===== src/rtl/imem_load_arbiter.sv =====
// Instruction-memory port arbiter: owns the single code_mem port, runs a load
// phase (loader writes from address 0, optional zero-fill of the tail), then
// hands the port to the IF stage. A reload request in RUN restarts the load.
//
// Ports:
//   clk_i, reset_i          clock, synchronous active-high reset
//   ld_valid_i/ld_data_i/   loader stream; ld_last_i marks the final word,
//   ld_last_i/ld_ready_o    a beat is accepted on ld_valid_i & ld_ready_o
//   reload_req_i            pulse in RUN: discard program, reload
//   if_addr_i, if_stall_o   IF word address; stall while IF does not own the port
//   mem_addr_o/mem_wdata_o/ code_mem port (combinational from state/inputs)
//   mem_we_o
//   boot_done_o             registered: a load phase has fully completed
//   load_cnt_o              registered: words accepted from the loader
module imem_load_arbiter #(
    parameter int unsigned ADDR_W    = 8,
    parameter int unsigned ZERO_FILL = 1
) (
    input  logic              clk_i,
    input  logic              reset_i,
    input  logic              ld_valid_i,
    input  logic [31:0]       ld_data_i,
    input  logic              ld_last_i,
    output logic              ld_ready_o,
    input  logic              reload_req_i,
    input  logic [ADDR_W-1:0] if_addr_i,
    output logic              if_stall_o,
    output logic [ADDR_W-1:0] mem_addr_o,
    output logic [31:0]       mem_wdata_o,
    output logic              mem_we_o,
    output logic              boot_done_o,
    output logic [ADDR_W:0]   load_cnt_o
);

    // One extra bit so a full 2**ADDR_W word load is counted exactly.
    localparam int unsigned PTR_W = ADDR_W + 1;
    localparam logic [PTR_W-1:0] LAST_ADDR = PTR_W'((2 ** ADDR_W) - 1);

    typedef enum logic [1:0] {
        ST_LOAD = 2'd0,
        ST_FILL = 2'd1,
        ST_RUN  = 2'd2
    } state_e;

    state_e           state_q, state_d;
    logic [PTR_W-1:0] wptr_q, wptr_d;
    logic [PTR_W-1:0] load_cnt_q, load_cnt_d;
    logic             boot_done_q, boot_done_d;

    // State register; reset takes priority over any in-flight load or fill.
    always_ff @(posedge clk_i) begin
        if (reset_i) begin
            state_q     <= ST_LOAD;
            wptr_q      <= '0;
            load_cnt_q  <= '0;
            boot_done_q <= 1'b0;
        end else begin
            state_q     <= state_d;
            wptr_q      <= wptr_d;
            load_cnt_q  <= load_cnt_d;
            boot_done_q <= boot_done_d;
        end
    end

    // Next-state and port muxing.
    always_comb begin
        state_d     = state_q;
        wptr_d      = wptr_q;
        load_cnt_d  = load_cnt_q;
        boot_done_d = boot_done_q;
        ld_ready_o  = 1'b0;
        if_stall_o  = 1'b1;
        mem_addr_o  = wptr_q[ADDR_W-1:0];
        mem_wdata_o = 32'h0;
        mem_we_o    = 1'b0;

        unique case (state_q)
            ST_LOAD: begin
                ld_ready_o  = 1'b1;
                mem_wdata_o = ld_data_i;
                mem_we_o    = ld_valid_i;
                if (ld_valid_i) begin
                    wptr_d     = wptr_q + PTR_W'(1);
                    load_cnt_d = load_cnt_q + PTR_W'(1);
                    // The top address is an implicit last word.
                    if (ld_last_i || (wptr_q == LAST_ADDR)) begin
                        if ((ZERO_FILL != 0) && (wptr_q != LAST_ADDR)) begin
                            state_d = ST_FILL;
                        end else begin
                            state_d     = ST_RUN;
                            boot_done_d = 1'b1;
                        end
                    end
                end
            end
            ST_FILL: begin
                mem_we_o = 1'b1;
                wptr_d   = wptr_q + PTR_W'(1);
                if (wptr_q == LAST_ADDR) begin
                    state_d     = ST_RUN;
                    boot_done_d = 1'b1;
                end
            end
            ST_RUN: begin
                if_stall_o = 1'b0;
                mem_addr_o = if_addr_i;
                if (reload_req_i) begin
                    state_d     = ST_LOAD;
                    wptr_d      = '0;
                    load_cnt_d  = '0;
                    boot_done_d = 1'b0;
                end
            end
            default: begin
                state_d = ST_LOAD;
            end
        endcase
    end

    assign boot_done_o = boot_done_q;
    assign load_cnt_o  = load_cnt_q;

endmodule

===== config.mk =====
export PLATFORM = sky130hd
export DESIGN_NAME = imem_load_arbiter
export DESIGN_NICKNAME = d
export VERILOG_FILES = /design/src/rtl/imem_load_arbiter.sv
export SDC_FILE = /design/constraint.sdc
export NUM_CORES = 1
export LEC_CHECK = 0
export CORE_ASPECT_RATIO = 0.8
export CORE_MARGIN = 3
export CORE_UTILIZATION = 38
export CTS_BUF_LIST = sky130_fd_sc_hd__clkbuf_4 sky130_fd_sc_hd__clkbuf_8 sky130_fd_sc_hd__clkbuf_16
export DETAILED_ROUTE_END_ITERATION = 6
export GPL_TIMING_DRIVEN = 0
export PLACE_DENSITY_LB_ADDON = 0.25
export RECOVER_POWER = 25
export SLEW_MARGIN = 20
export SYNTH_ARGS = -nofsm -noshare
export SYNTH_HDL_FRONTEND = slang
export SYNTH_SLANG_ARGS = --single-unit

===== constraint.sdc =====
create_clock -name clk_i -period 2.5 [get_ports clk_i]
set_input_delay 0.25 -clock clk_i [delete_from_list [all_inputs] [get_ports clk_i]]
set_output_delay 0.25 -clock clk_i [all_outputs]
set_load 0.01 [all_outputs]

==> flow_summary_export.csv <==
group,metric,value,unit
power_and_ir_drop,pwr-share-clk,0.274,
sta,min_period,2.211,ns
floorplan,die_width,74.44,um
power_and_ir_drop,comb_power_share,0.317,
yosys,yosys_register_bits,21,
yosys,ys_warn_count,0,
detailed_routing,post_drt_wl_per_cell,13.65,um
cts,post_cts_resized,0,
placed_design,post_dp_cell_area,2447,um2
power_and_ir_drop,p_per_area,346.2,nW/um2
yosys,synth_nets,232,
layout,area_growth,74.52,%
power_and_ir_drop,switching_power,0.0002209,W
yosys,seq_area_frac_synth,0.2953,
cts,cts_tree,"yes",
yosys,synthAdderAreaFrac,0.02636,
floorplan,die_y,60.75,um
detailed_routing,wirelength,4463,um
grt,grt_max_degree,12,
power_and_ir_drop,internal-power,0.0006393,W
detailed_routing,drcViolationCount,0,
worst_hold_path,hp-class,"flip-flop to flip-flop",
cts,htree_levels,1,
detailed_routing,drtIter0Drc,86,
placed_design,gp_congestion,0.8532,
cts,cts_inserted_buffers,3,
floorplan,initial_core_util,0.4047,
power_and_ir_drop,power.total,0.0008602,W
floorplan,rows,19,
critical_path,reg2regPathDepth,5,
layout,fin_area,2485,um2
cts,clockBufferDepth,2,
cts,root_buffer,"clkbuf_8",
yosys,synth_compound_area_frac,0.1371,
critical_path,crit_path_end_kind,"primary output",
detailed_routing,firstDrtPassIters,4,
layout,nNetsFinal,334,
sta,finalHoldViolations,0,
worst_hold_path,hold_depth,2,
power_and_ir_drop,sw_frac_of_total,0.2568,
cts,hold_buffers,0,
status,status,"completed",
run,drv_cap,0,
yosys,syn_inst,184,
detailed_routing,viasPerCell,5.125,
layout,fin_cells,327,
sta,worst_pin_slew,0.4501,ns
yosys,syn_area_per_cell,7.738,um2
sta,fin_skew,0.001880,ns
detailed_routing,vias,1676,
cts,worstSkewPairLatency,0.26,ns
sta,post-route-period-util,0.8842,
sta,fin_setup_tns,0,ns
floorplan,core,3518,um2
placed_design,post-place-cells,323,
yosys,synth_simple_gate_area_frac,0.4394,
yosys,synthMuxAreaShare,0.04921,
grt,grt_pass1_wl,6900,um
power_and_ir_drop,p_leak,0.9437,nW
yosys,synth_top_family_by_area,"simple AND/OR/NAND/NOR gates",
critical_path,worst_ep_required_time,2.25,ns
critical_path,rr_startpoint,"state_q[1]",
critical_path,cp-start-kind,"flip-flop",
grt,grt_usage,0.1965,
grt,grt_pass1_vias,1527,
placed_design,io_buffers,97,
floorplan,die-area,4522,um2
yosys,ys_types,33,
floorplan,boundaryPins,98,
cts,cts_setup_buffers,0,
sta,fmax,452.4,MHz
power_and_ir_drop,peakVddDrop,207.6,uV
grt,overflow,0,
critical_path,r2r_end,"load_cnt_o[5]",
cts,clock-sinks,21,
layout,fillers,298,
cts,clk_pin_slew,0.07,ns
sta,slew_violations,0,
critical_path,cp_max_fo,10,
critical_path,r2r_slack,0.86,ns
layout,drive_gt1_frac,0.04912,
critical_path,critPathArrivalTime,1.96,ns
worst_hold_path,min_to,"boot_done_o",
layout,diodes,0,
yosys,synth_xor_area_frac,0,
sta,rsz0062_at_grt,"no",
sta,final-setup-viol-count,0,
worst_hold_path,worstHoldStart,"boot_done_o",
critical_path,path_class,"flip-flop to primary output",
grt,antenna_found_initial,0,
sta,holdWs,0.4816,ns
power_and_ir_drop,seqPwrFrac,0.409,
sta,slew_headroom,0.6957,
placed_design,dp_hpwl,3662,um
detailed_routing,ant_nets,0,
yosys,synth_area,1424,um2
## kinds of logic after synthesis
logic type / count (synthesis)
and+or+nand+nor: 108
muxes: 7
DFF: 21
buffers and inverters: 15
adders and majority gates: 3
AOI/OAI and AO/OA: 30
## stage by stage
| stage | setup slack [ns] | utilization |
|---|---|---|
| 6_report | 0.2894 | 0.7063 |
| 5_1_grt | 0.1489 | 0.7063 |
| 4_1_cts | 0.1279 | 0.7095 |
| 3_5_place_dp | 0.4249 | 0.6956 |
| 3_3_place_gp | 0.4435 | 0.6956 |
| 2_1_floorplan | 1.092 | - |
## cell usage in the layout (no fill, tap or decap), drive strengths merged
cell type      instances
a211oi                 4
a21boi                 1
a21oi                 13
a2bb2oi                1
and2                  32
buf                    4
clkbuf                12
clkdlybuf4s50         85
dfxtp                 21
dlygate4sd3           12
ha                     3
inv                    3
mux2i                  7
nand2                 28
nand2b                 2
nand3                  9
nand3b                 8
nand4                  4
nand4b                 1
nor2                   5
nor2b                  3
nor3                   1
nor3b                  2
nor4                   1
nor4b                  1
o211a                  1
o21ai                  2
o21bai                 2
o221a                  1
o31ai                  5
or3b                   6
or4                    5
## power groups by stage
stage	Sequential, W	Clock, W	Combinational [W]
finish	0.000352	0.000235	0.000273
floorplan	0.000359	0	0.0000989
global placement	0.000359	0	0.000275
CTS	0.000352	0.000239	0.000279
global route	0.000354	0.000251	0.000295
detailed placement	0.000360	0	0.000278
## per-layer routing
layer | wire length (um) | global-route usage
met5 | 0 | 0
met4 | 32 | 0.03807
met3 | 469 | 0.08609
met2 | 2080 | 0.3079
met1 | 1880 | 0.2543
## worst max path at each step
| stage | start | end | slack [ns] | depth (start not counted) |
|---|---|---|---|---|
| after floorplan | state_q[1] | mem_wdata_o[22] | 1.09 | 4 |
| after detailed placement | state_q[1] | mem_wdata_o[30] | 0.42 | 5 |
| after global placement | state_q[1] | mem_wdata_o[26] | 0.44 | 5 |
| after global routing | state_q[1] | mem_wdata_o[11] | 0.15 | 5 |
| after CTS | state_q[1] | mem_wdata_o[22] | 0.13 | 5 |
| final | state_q[1] | mem_wdata_o[30] | 0.29 | 5 |
## worst max-delay path: stages (launching register included)
cell             delay (ns)
dfxtp_1                0.31
buf_6                  0.13
nor2_2                 0.22
clkbuf_1               0.30
and2_1                 0.19
clkdlybuf4s50_1        0.54
## area by class of cell
class / instances / area (um2) / area share
Buffer: 12 / 56.30 / 0.02266
Clock buffer: 4 / 48.80 / 0.01964
Inverter: 3 / 11.26 / 0.004532
Multi-Input combinational cell: 148 / 924.6 / 0.3721
Sequential cell: 21 / 420.4 / 0.1692
Tap cell: 42 / 52.55 / 0.02115
Timing Repair Buffer: 97 / 970.9 / 0.3907
## flip-flops by register name, summed over array words and instances (netlist names)
signal and count:
state_q 2, boot_done_o 1, wptr_q 9, load_cnt_o 9
## Yosys cell counts, drive strengths merged
master / count / area share
ha: 3 / 0.026
nand3b: 8 / 0.042
o21ai: 2 / 0.0070
or3b: 6 / 0.037
or4: 5 / 0.026
o211a: 1 / 0.0070
o31ai: 5 / 0.026
nor3: 1 / 0.0035
nor4: 1 / 0.0044
nor2b: 3 / 0.013
nand4: 4 / 0.018
a2bb2oi: 1 / 0.0062
a21boi: 1 / 0.0053
nand3: 9 / 0.032
dfxtp: 21 / 0.30
a21oi: 13 / 0.046
mux2i: 7 / 0.049
nor3b: 2 / 0.011
clkbuf: 7 / 0.018
nor4b: 1 / 0.011
buf: 5 / 0.026
nand2: 28 / 0.074
and2: 32 / 0.14
nand4b: 1 / 0.0062
o21bai: 2 / 0.011
o221a: 1 / 0.0079
inv: 3 / 0.0079
nand2b: 2 / 0.0088
a211oi: 4 / 0.021
nor2: 5 / 0.013
(Power assumes the default switching activity.)
